File: src/rtl/riscv_pkg.sv
// Shared RV32I pipeline definitions.
//   XLEN          : datapath/address width
//   NOP_INSTR     : canonical bubble encoding (addi x0, x0, 0)
//   fetch_state_t : fetch-stage controller states
package riscv_pkg;

  localparam int XLEN = 32;
  localparam logic [31:0] NOP_INSTR = 32'h0000_0013;

  typedef enum logic [1:0] {
    FETCH,
    HELD,
    DRAIN
  } fetch_state_t;

endpackage

File: src/rtl/if_id_reg.sv
// IF/ID pipeline register.
//   clk, reset  : clock, synchronous active-high reset
//   en          : load enable (low holds every field)
//   clr         : force a bubble (higher priority than en)
//   instrIn/pcIn/pcPlus4In/validIn : candidate contents from fetch
//   instrOut/pcOut/pcPlus4Out/validOut : registered decode-stage view
// A bubble writes NOP with valid low and leaves both PC fields untouched.
module if_id_reg
  import riscv_pkg::*;
#(
  parameter int XLEN = riscv_pkg::XLEN
) (
  input  logic            clk,
  input  logic            reset,
  input  logic            en,
  input  logic            clr,
  input  logic [XLEN-1:0] instrIn,
  input  logic [XLEN-1:0] pcIn,
  input  logic [XLEN-1:0] pcPlus4In,
  input  logic            validIn,
  output logic [XLEN-1:0] instrOut,
  output logic [XLEN-1:0] pcOut,
  output logic [XLEN-1:0] pcPlus4Out,
  output logic            validOut
);

  localparam logic [XLEN-1:0] NOP = XLEN'(NOP_INSTR);

  always_ff @(posedge clk) begin
    if (reset) begin
      instrOut   <= NOP;
      pcOut      <= '0;
      pcPlus4Out <= '0;
      validOut   <= 1'b0;
    end else if (clr) begin
      instrOut <= NOP;
      validOut <= 1'b0;
    end else if (en) begin
      if (validIn) begin
        instrOut   <= instrIn;
        pcOut      <= pcIn;
        pcPlus4Out <= pcPlus4In;
        validOut   <= 1'b1;
      end else begin
        instrOut <= NOP;
        validOut <= 1'b0;
      end
    end
  end

endmodule

File: src/rtl/fetch_stage.sv
// Instruction-fetch stage: PC register, single-outstanding imem port,
// one-entry hold buffer, redirect handling and the IF/ID register.
//   clk, reset            : clock, synchronous active-high reset
//   StallF/StallD/FlushD  : hazard-unit controls
//   PCSrcE/PCTargetE      : execute-stage redirect
//   imem_req/imem_addr    : fetch request (address word aligned)
//   imem_ready/imem_rdata : accept strobe, data valid in the same cycle
//   PCF                   : current fetch PC
//   InstrD/PCD/PCPlus4D/ValidD : IF/ID contents
module fetch_stage
  import riscv_pkg::*;
#(
  parameter int              XLEN     = riscv_pkg::XLEN,
  parameter logic [XLEN-1:0] RESET_PC = '0
) (
  input  logic            clk,
  input  logic            reset,
  input  logic            StallF,
  input  logic            StallD,
  input  logic            FlushD,
  input  logic            PCSrcE,
  input  logic [XLEN-1:0] PCTargetE,
  output logic            imem_req,
  output logic [XLEN-1:0] imem_addr,
  input  logic            imem_ready,
  input  logic [XLEN-1:0] imem_rdata,
  output logic [XLEN-1:0] PCF,
  output logic [XLEN-1:0] InstrD,
  output logic [XLEN-1:0] PCD,
  output logic [XLEN-1:0] PCPlus4D,
  output logic            ValidD
);

  localparam logic [XLEN-1:0] ALIGN_MASK = ~XLEN'(3);

  fetch_state_t    state, stateNext;
  logic [XLEN-1:0] pcF, pcFNext, pcPlus4, target;
  logic [XLEN-1:0] holdInstr, holdNext;
  logic [XLEN-1:0] redirPc, redirNext;
  logic [XLEN-1:0] loadInstr;
  logic            loadValid;

  assign target  = PCTargetE & ALIGN_MASK;
  assign pcPlus4 = pcF + XLEN'(4);

  always_ff @(posedge clk) begin
    if (reset) begin
      state     <= FETCH;
      pcF       <= RESET_PC;
      holdInstr <= '0;
      redirPc   <= '0;
    end else begin
      state     <= stateNext;
      pcF       <= pcFNext;
      holdInstr <= holdNext;
      redirPc   <= redirNext;
    end
  end

  // Redirect beats StallF everywhere. A redirect that cannot complete because
  // the request is still outstanding parks its target in redirPc (DRAIN) so
  // the in-flight response is consumed before the new address is issued.
  always_comb begin
    stateNext = state;
    pcFNext   = pcF;
    holdNext  = holdInstr;
    redirNext = redirPc;
    loadInstr = imem_rdata;
    loadValid = 1'b0;
    case (state)
      FETCH: begin
        if (PCSrcE) begin
          if (imem_ready) begin
            pcFNext = target;
          end else begin
            redirNext = target;
            stateNext = DRAIN;
          end
        end else if (imem_ready) begin
          if (StallF) begin
            holdNext  = imem_rdata;
            stateNext = HELD;
          end else begin
            loadValid = 1'b1;
            pcFNext   = pcPlus4;
          end
        end
      end
      HELD: begin
        loadInstr = holdInstr;
        if (PCSrcE) begin
          pcFNext   = target;
          stateNext = FETCH;
        end else if (!StallF) begin
          loadValid = 1'b1;
          pcFNext   = pcPlus4;
          stateNext = FETCH;
        end
      end
      DRAIN: begin
        // A redirect coinciding with the draining response is the newest one.
        if (imem_ready) begin
          pcFNext   = PCSrcE ? target : redirPc;
          stateNext = FETCH;
        end else if (PCSrcE) begin
          redirNext = target;
        end
      end
      default: stateNext = FETCH;
    endcase
  end

  assign imem_req  = !reset && (state != HELD);
  assign imem_addr = pcF & ALIGN_MASK;
  assign PCF       = pcF;

  if_id_reg #(.XLEN(XLEN)) uIfId (
    .clk        (clk),
    .reset      (reset),
    .en         (!StallD),
    .clr        (FlushD),
    .instrIn    (loadInstr),
    .pcIn       (pcF),
    .pcPlus4In  (pcPlus4),
    .validIn    (loadValid),
    .instrOut   (InstrD),
    .pcOut      (PCD),
    .pcPlus4Out (PCPlus4D),
    .validOut   (ValidD)
  );

endmodule

File: config.mk
export PLATFORM = sky130hd
export DESIGN_NAME = fetch_stage
export DESIGN_NICKNAME = d
export VERILOG_FILES = /design/src/rtl/riscv_pkg.sv /design/src/rtl/if_id_reg.sv /design/src/rtl/fetch_stage.sv
export SDC_FILE = /design/constraint.sdc
export NUM_CORES = 1
export LEC_CHECK = 0
export BUFFER_PORTS_ARGS = -buffer_cell sky130_fd_sc_hd__buf_2
export CAP_MARGIN = 10
export CORE_MARGIN = 5
export CORE_UTILIZATION = 32
export DETAILED_ROUTE_END_ITERATION = 6
export PLACE_DENSITY = 0.61
export SLEW_MARGIN = 20
export SYNTH_ARGS = -nofsm -noshare
export SYNTH_HDL_FRONTEND = slang
export SYNTH_SLANG_ARGS = --single-unit
File: constraint.sdc
create_clock -name clk -period 2.5 [get_ports clk]
set_input_delay 0.375 -clock clk [delete_from_list [all_inputs] [get_ports clk]]
set_output_delay 0.375 -clock clk [all_outputs]
set_load 0.03 [all_outputs]
==> results.cfg, run 1 <==
[detailed_routing]
viasPerCell = 5.00
wire_per_inst_um = 16.3
antenna_left = 0
wl_um = 28200
vias = 8641
drc = 0
met2_length_um = 13200
drtPass1Iterations = 5
wl_met3_um = 1730
drtIter0Drc = 590
highest_layer = met5
wl_met1_um = 12700

[timing]
rsz0062_at_grt = no
worstMarginPinSlew_ns = 0.643
slew_headroom = 0.572
setup_viol = 0
finalCriticalPeriod_ns = 2.16
hold_viol = 0
finalCritPeriodShare = 0.862
fmax_ghz = 0.464
finClkSkew_ns = 0.0196
fin_setup_tns_ns = 0
finalMaxSlewViolations = 0

[die]
rows = 61
pin_count = 233
fp.dieH_um = 177
die-area_sq_mm = 0.0313
initial_core_util = 0.322
die_w_um = 177
coreArea_sq_mm = 0.0277

[critical_path]
reg2reg_depth = 6
end_kind = flop
crit_required_ns = 2.84
crit_start = PCF[2]$_SDFFE_PP0P_
worstReg2RegEnd = PCF[18]$_SDFFE_PP0P_
critPathArrivalTime_ns = 2.50
reg2reg_from = PCF[2]$_SDFFE_PP0P_
start_kind = flop
slowest_stage = nor4_1
r2r_slack_ns = 0.34
crit_chain = ha_1 -> and4_2 -> nand2_1 -> nor4_1 -> a221oi_1 -> o32ai_1
critPathCapture = PCF[18]$_SDFFE_PP0P_
path_class = flop to flop
critPathBufInv = 0
critical_path.max_stage_delay_ns = 0.49
cp_max_fo = 5
cp.depth = 6
cp_top_family = simple AND/OR/NAND/NOR gates

[status]
status = complete, no violations

[power_and_ir_drop]
p_int_mw = 4.86
power_frac_clock = 0.404
seq_power_share = 0.459
swShare = 0.313
powerDensity_mw_per_mm2 = 652
comb_power_share = 0.138
p_switching_mw = 2.22
ir_worst_vdd_mv = 0.383
p_leak_nw = 4.43
total_power_mw = 7.08

[synthesis]
synthFlopType = dfxtp_1
synthesis.area_sq_mm = 0.00893
syn_inst = 1169
yosysWarnings = 0
yosysSeqAreaShare = 0.433
ys_ff_latch = 193
async_reset_ff_frac = 0
avgSynthCellArea_sq_um = 7.64
synth_edf_count = 0
synth_cell_types = 70

[placed_design]
gp_congestion = 0.841
place_inst = 1693
hpwl_um = 19400
numPortBuffers = 228

[cells_and_area]
fin_util = 0.392
final_nets = 1406
syn2layout_area_growth_pct = 21.5
drive_above_1_share = 0.249
finalNonFillerCells = 1727

[hold_path]
hold_path_class = primary input to flop
worstHoldPathCells = 3
min_from = imem_rdata[18]

[clock_network]
post_cts_buffers = 0
clk_latency_ns = 0.44
path_clk_slew_ns = 0.09
numClockSinks = 193
htree_levels = 4
ctsHoldBuffers = 0
root_buffer = clkbuf_16
cts_buffers = 17
cts_tree = built
cts.path.max_buffers = 2
ctsResizeCount = 0

[global_routing]
grt_max_degree = 67
overflow = 0
grt_pass1_wl_um = 43700
antenna_found_initial = 7
grt_usage = 0.173
grt_pass1_vias = 7884

[flow_run]
max_cap_violations = 0
-- power groups by stage --
stage | Sequential (mW) | Clock [mW] | Combinational (mW)
after floorplan | 3.42 | 0 | 0.583
after detailed placement | 3.32 | 0 | 0.975
after global placement | 3.31 | 0 | 0.970
final | 3.24 | 2.86 | 0.974
after global routing | 3.26 | 3.08 | 1.06
after CTS | 3.24 | 2.95 | 0.979
-- registers in the layout, indices dropped and copies added (netlist names) --
signal,cells
uIfId.pcOut,30
uIfId.pcPlus4Out,32
uIfId.validOut,1
redirPc,32
PCF,32
uIfId.instrOut,32
holdInstr,32
state,2
-- worst min path at each step --
stage                                 end  slack [ns]
2_1_floorplan    redirPc[22]$_SDFFE_PP0P_        0.43
4_1_cts        holdInstr[12]$_SDFFE_PP0P_        0.15
3_3_place_gp     redirPc[22]$_SDFFE_PP0P_        0.44
3_5_place_dp     redirPc[16]$_SDFFE_PP0P_        0.44
6_report       holdInstr[18]$_SDFFE_PP0P_        0.17
5_1_grt        holdInstr[12]$_SDFFE_PP0P_        0.15
-- final cells by class --
type | count | area (sq um)
inverter | 7 | 26.3
clock buffer | 17 | 425
multi-input combinational | 832 | 4280
tap | 378 | 473
fill | 2925 | 16900
clock inverter | 15 | 191
timing repair buffer | 283 | 1590
antenna | 2 | 5.00
sequential | 193 | 3860
-- stage by stage --
| step | hold slack [ns] | area [sq um] | setup slack [ns] |
|---|---|---|---|
| after floorplan | 0.432 | 8930 | 0.246 |
| after global placement | 0.438 | 10200 | 0.356 |
| after detailed placement | 0.444 | 10200 | 0.366 |
| after CTS | 0.150 | 10800 | 0.361 |
| after global routing | 0.148 | 10800 | 0.114 |
| final | 0.171 | 10800 | 0.345 |
-- logic make-up after synthesis --
logic type,synth area share
buffers and inverters,0.0926
XOR/XNOR,0.0275
AND/OR/NAND/NOR,0.245
other,0.000420
flip-flops,0.433
multiplexers,0.00448
AO/OA/AOI/OAI,0.196
adder cells (fa/ha/maj),0.00140
-- worst min-delay path: cells and delay by family --
family	cells	cell delay (ns)
buf+inv	1	0.10
compound gates	1	0.05
simple gates	1	0.05
-- layout by cell type, fill, tap and decap left out, types with 4 or more instances in the layout --
master / n
nand2_1: 297
inv_8: 6
nor4_1: 8
dfxtp_1: 193
o211ai_1: 7
a221oi_1: 5
nor3_1: 14
buf_2: 227
or4_1: 4
xor2_1: 18
mux2i_1: 4
xnor2_1: 10
nand4_1: 19
clkinv_8: 5
nor2_1: 101
nand3_1: 19
clkbuf_16: 17
a21oi_1: 176
inv_1: 7
a21o_1: 4
o21ai_0: 34
buf_4: 53
and3_1: 10
a211oi_1: 37
-- Yosys cell counts, drive strengths merged (3+ instances only) --
| library cell | count | area (sq um) |
|---|---|---|
| o211ai | 7 | 52.6 |
| mux2i | 4 | 40.0 |
| a21o | 4 | 30.0 |
| dfxtp | 193 | 3860 |
| o31ai | 3 | 22.5 |
| a21oi | 176 | 881 |
| and3 | 10 | 62.6 |
| a221oi | 6 | 58.8 |
| nand2b | 3 | 18.8 |
| o21ai | 35 | 175 |
| xor2 | 18 | 158 |
| o221ai | 3 | 26.3 |
| nor2 | 102 | 385 |
| nand4 | 19 | 119 |
| nor3 | 16 | 85.1 |
| nor4 | 11 | 114 |
| o22ai | 3 | 18.8 |
| nand2 | 297 | 1110 |
| inv | 7 | 26.3 |
| nor3b | 3 | 22.5 |
| a211oi | 38 | 290 |
| xnor2 | 10 | 87.6 |
| or4 | 5 | 41.3 |
| nand3 | 21 | 130 |
| buf | 54 | 417 |
| clkbuf | 83 | 374 |
-- metal layers --
layer / track usage / vias up
met5: 0 / -
met4: 0.0513 / 10
met3: 0.0393 / 41
met2: 0.283 / 262
met1: 0.229 / 4057
li1: - / 4271
No activity file was read; power rests on OpenSTA's default activity.
==> run 2, diff against run 1 <==
--- a/config.mk
+++ b/config.mk
@@ -10,6 +10,7 @@
 export CORE_MARGIN = 5
 export CORE_UTILIZATION = 32
 export DETAILED_ROUTE_END_ITERATION = 6
+export MAX_ROUTING_LAYER = met4
 export PLACE_DENSITY = 0.61
 export SLEW_MARGIN = 20
 export SYNTH_ARGS = -nofsm -noshare
==> results.cfg, run 2 (synthesized netlist as in run 1, its figures left out) <==
[critical_path]
path_class = flop to flop
crit_chain = ha_1 -> and4_2 -> nand2_1 -> nor4_1 -> a221oi_1 -> o32ai_1
crit_required_ns = 2.84
cp_top_family = simple AND/OR/NAND/NOR gates
critical_path.max_stage_delay_ns = 0.49
cp_max_fo = 5
critPathArrivalTime_ns = 2.51
critPathBufInv = 0
start_kind = flop
end_kind = flop
slowest_stage = nor4_1

[detailed_routing]
viasPerCell = 4.96
wl_um = 28200
wire_per_inst_um = 16.3
drc = 0
antenna_left = 0
vias = 8599
drtPass1Iterations = 7
drtIter0Drc = 502

[clock_network]
numClockSinks = 193
cts_buffers = 17
path_clk_slew_ns = 0.09
root_buffer = clkbuf_16
ctsHoldBuffers = 0
clk_latency_ns = 0.44
cts_tree = built
ctsResizeCount = 0
post_cts_buffers = 0
htree_levels = 4
cts.path.max_buffers = 2

[cells_and_area]
drive_above_1_share = 0.249
syn2layout_area_growth_pct = 21.6
final_cell_area_sq_mm = 0.0109
final_nets = 1406
final_cell_mix = 297 x nand2_1, 227 x buf_2, 193 x dfxtp_1, 176 x a21oi_1, 101 x nor2_1
final_common_cell = nand2_1

[timing]
finClkSkew_ns = 0.0190
setup_viol = 0
finalCritPeriodShare = 0.868
finalCriticalPeriod_ns = 2.17
slew_headroom = 0.579
hold_viol = 0
fmax_ghz = 0.461
fin_setup_tns_ns = 0
worstMarginPinSlew_ns = 0.631
finalMaxSlewViolations = 0
setup_slack_ns = 0.331
rsz0062_at_grt = no

[die]
pin_count = 233
fp.dieH_um = 177
die_w_um = 177
die-area_sq_mm = 0.0313
rows = 61
coreArea_sq_mm = 0.0277
initial_core_util = 0.322

[global_routing]
grt_max_degree = 67
grt_pass1_vias = 7887
overflow = 0
grt_pass1_wl_um = 43800
grt_usage = 0.178
antenna_found_initial = 7

[status]
status = complete, no violations

[placed_design]
numPortBuffers = 228
dp_worst_setup_slack_ns = 0.366
hpwl_um = 19400
gp_congestion = 0.854
place_area_sq_mm = 0.0102

[power_and_ir_drop]
ir_worst_vdd_mv = 0.383
powerDensity_mw_per_mm2 = 651
p_leak_nw = 4.43

[flow_run]
max_cap_violations = 0

[hold_path]
hold_path_class = primary input to flop
[run 2: report_power, final]
part           internal, mW  total, mW  switching [mW]
logic                 0.309      0.974           0.665
registers              3.17       3.24          0.0779
clock network          1.38       2.86            1.47
total                  4.86       7.08            2.22
[run 2: final timing paths]
path	slack, ns	startpoint	cells past startpoint	to
hold reg to reg	0.45	uIfId.pcOut[15]$_SDFFE_PP0P_	2	uIfId.pcOut[15]$_SDFFE_PP0P_
hold / removal	0.17	imem_rdata[18]	3	holdInstr[18]$_SDFFE_PP0P_
setup reg to reg	0.33	PCF[2]$_SDFFE_PP0P_	6	PCF[18]$_SDFFE_PP0P_
setup / recovery	0.33	PCF[2]$_SDFFE_PP0P_	6	PCF[18]$_SDFFE_PP0P_
[run 2: layout make-up]
| class | instances | area [sq um] |
|---|---|---|
| fill | 2925 | 16800 |
| multi-input combinational | 832 | 4280 |
| sequential | 193 | 3860 |
| timing repair buffer | 283 | 1590 |
| tap | 378 | 473 |
| clock buffer | 17 | 425 |
| clock inverter | 15 | 191 |
| inverter | 7 | 26.3 |
| antenna | 7 | 17.5 |
[run 2: stage by stage]
step	std cells	power, mW	hold WS [ns]	util
floorplan	1170	4.00	0.432	-
global placement	1693	4.28	0.438	0.369
detailed placement	1693	4.29	0.444	0.369
CTS	1725	7.17	0.150	0.391
global route	1732	7.40	0.147	0.392
finish	1732	7.08	0.172	0.392
[run 2: routing by layer]
layer  track usage  vias to the layer above  wire, um
li1              -                     4281         -
met1         0.232                     4017     12700
met2         0.283                      271     13300
met3        0.0357                       30      1750
met4        0.0513                        0       479
met5             -                        -         0
[run 2: worst reg2reg max path, stage by stage (launching register included)]
cell and delay [ns]:
dfxtp_1 0.34, ha_1 0.24, and4_2 0.35, nand2_1 0.22, nor4_1 0.49, a221oi_1 0.15, o32ai_1 0.29
==> run 3, diff against run 2 <==
--- a/config.mk
+++ b/config.mk
@@ -8,10 +8,10 @@
 export BUFFER_PORTS_ARGS = -buffer_cell sky130_fd_sc_hd__buf_2
 export CAP_MARGIN = 10
 export CORE_MARGIN = 5
-export CORE_UTILIZATION = 32
+export CORE_UTILIZATION = 50
 export DETAILED_ROUTE_END_ITERATION = 6
 export MAX_ROUTING_LAYER = met4
-export PLACE_DENSITY = 0.61
+export PLACE_DENSITY = 0.84
 export SLEW_MARGIN = 20
 export SYNTH_ARGS = -nofsm -noshare
 export SYNTH_HDL_FRONTEND = slang
==> results.cfg, run 3 (synthesized netlist as in run 1, its figures left out) <==
[critical_path]
reg2reg_depth = 6
end_kind = flop
r2r_slack_ns = 0.39
start_kind = flop
reg2reg_from = PCF[3]$_SDFFE_PP0P_
cp_top_family = simple AND/OR/NAND/NOR gates
critPathArrivalTime_ns = 2.47
worstReg2RegEnd = PCF[28]$_SDFFE_PP0P_
critPathBufInv = 0
crit_required_ns = 2.86
critical_path.max_stage_delay_ns = 0.49
crit_chain = ha_1 -> and4_2 -> and3_1 -> nand4_1 -> or4_1 -> a31oi_1
slowest_stage = or4_1
path_class = flop to flop
cp_max_fo = 6

[clock_network]
cts.path.max_buffers = 2
clk_latency_ns = 0.43
cts_buffers = 17
ctsResizeCount = 0
cts_tree = built
numClockSinks = 193
path_clk_slew_ns = 0.07
root_buffer = clkbuf_16
post_cts_buffers = 0
htree_levels = 4
ctsHoldBuffers = 0

[cells_and_area]
n_fill_cell = 1552
drive_above_1_share = 0.241
final_cell_mix = 297 x nand2_1, 227 x buf_2, 193 x dfxtp_1, 176 x a21oi_1, 101 x nor2_1
final_common_cell = nand2_1
syn2layout_area_growth_pct = 18.0
final_nets = 1394

[power_and_ir_drop]
powerDensity_mw_per_mm2 = 655
p_int_mw = 4.90
comb_power_share = 0.135
power_frac_clock = 0.393
total_power_mw = 6.91
ir_worst_vdd_mv = 0.522
p_leak_nw = 4.34
seq_power_share = 0.473
p_switching_mw = 2.00
swShare = 0.290

[die]
pin_count = 233
rows = 48
coreArea_sq_mm = 0.0174
die_w_um = 144
die-area_sq_mm = 0.0206
initial_core_util = 0.513
fp.dieH_um = 144

[detailed_routing]
viasPerCell = 5.64
wire_per_inst_um = 16.4
vias = 8843
drc = 0
drtPass1Iterations = 5
antenna_left = 0
wl_um = 25800
drtIter0Drc = 619

[timing]
fmax_ghz = 0.474
hold_viol = 0
finalCriticalPeriod_ns = 2.11
fin_setup_tns_ns = 0
rsz0062_at_grt = no
setup_viol = 0
finalCritPeriodShare = 0.844
slew_headroom = 0.436
finalMaxSlewViolations = 0
worstMarginPinSlew_ns = 0.847
finClkSkew_ns = 0.00950
hold_ws_ns = 0.182

[placed_design]
hpwl_um = 17400
gp_congestion = 0.857
numPortBuffers = 228

[hold_path]
min_from = PCTargetE[2]
worstHoldPathCells = 3
holdPathEnd = redirPc[2]$_SDFFE_PP0P_
hold_path_class = primary input to flop

[global_routing]
overflow = 0
grt_max_degree = 90
grt_pass1_wl_um = 40800
grt_usage = 0.251
grt_pass1_vias = 8145
antenna_found_initial = 8

[flow_run]
max_cap_violations = 0

[status]
status = complete, no violations
## run 3: cell types whose count changed in the layout (fill, tap and decap cells not counted), moves of 2 or more
cell and delta:
clkinv_8 -4, inv_8 -4, inv_6 +2, buf_4 -11, clkinv_4 +2
## run 3: per-stage QoR
step | std cells | cell area (sq um) | utilization | setup slack (ns)
2_1_floorplan | 1170 | 8930 | - | 0.246
3_3_place_gp | 1528 | 9930 | 0.570 | 0.361
3_5_place_dp | 1528 | 9930 | 0.570 | 0.346
4_1_cts | 1560 | 10500 | 0.604 | 0.381
5_1_grt | 1568 | 10500 | 0.605 | 0.203
6_report | 1568 | 10500 | 0.605 | 0.390
## run 3: layer usage
| layer | GRT usage | vias up | wire [um] |
|---|---|---|---|
| met5 | - | - | 0 |
| met4 | 0.117 | 0 | 752 |
| met1 | 0.305 | 4086 | 10400 |
| met2 | 0.400 | 418 | 12400 |
| li1 | - | 4265 | - |
| met3 | 0.0509 | 74 | 2200 |
## run 3: worst max path at each step
stage | startpoint | to | slack [ns] | depth (start not counted)
after global routing | state[1]$_SDFFE_PP0P_ | uIfId.pcPlus4Out[2]$_SDFFE_PP0P_ | 0.20 | 5
after detailed placement | PCSrcE | uIfId.pcPlus4Out[2]$_SDFFE_PP0P_ | 0.35 | 6
after global placement | StallD | uIfId.pcPlus4Out[2]$_SDFFE_PP0P_ | 0.36 | 5
after floorplan | PCF[2]$_SDFFE_PP0P_ | PCF[28]$_SDFFE_PP0P_ | 0.25 | 7
final | PCF[3]$_SDFFE_PP0P_ | PCF[28]$_SDFFE_PP0P_ | 0.39 | 6
after CTS | PCF[3]$_SDFFE_PP0P_ | PCF[28]$_SDFFE_PP0P_ | 0.38 | 6
## run 3: final cells by class
type,count,area (sq um),area share
Timing Repair Buffer,271,1480,0.141
Tap cell,225,282,0.0267
Clock inverter,13,143,0.0135
Antenna cell,8,20.0,0.00190
Sequential cell,193,3860,0.367
Clock buffer,19,443,0.0420
Inverter,7,26.3,0.00249
Multi-Input combinational cell,832,4280,0.406
## run 3: worst min-delay path, delay by kind of cell
kind / cells / cell delay, ns
AO/OA/AOI/OAI: 1 / 0.05
AND/OR/NAND/NOR: 1 / 0.05
buffers and inverters: 1 / 0.10
## run 3: power by group through the flow
stage	Sequential [mW]	Clock, mW	Combinational (mW)
2_1_floorplan	3.42	0	0.583
3_3_place_gp	3.33	0	0.902
3_5_place_dp	3.33	0	0.919
4_1_cts	3.26	2.76	0.925
5_1_grt	3.28	2.89	1.01
6_report	3.26	2.71	0.930
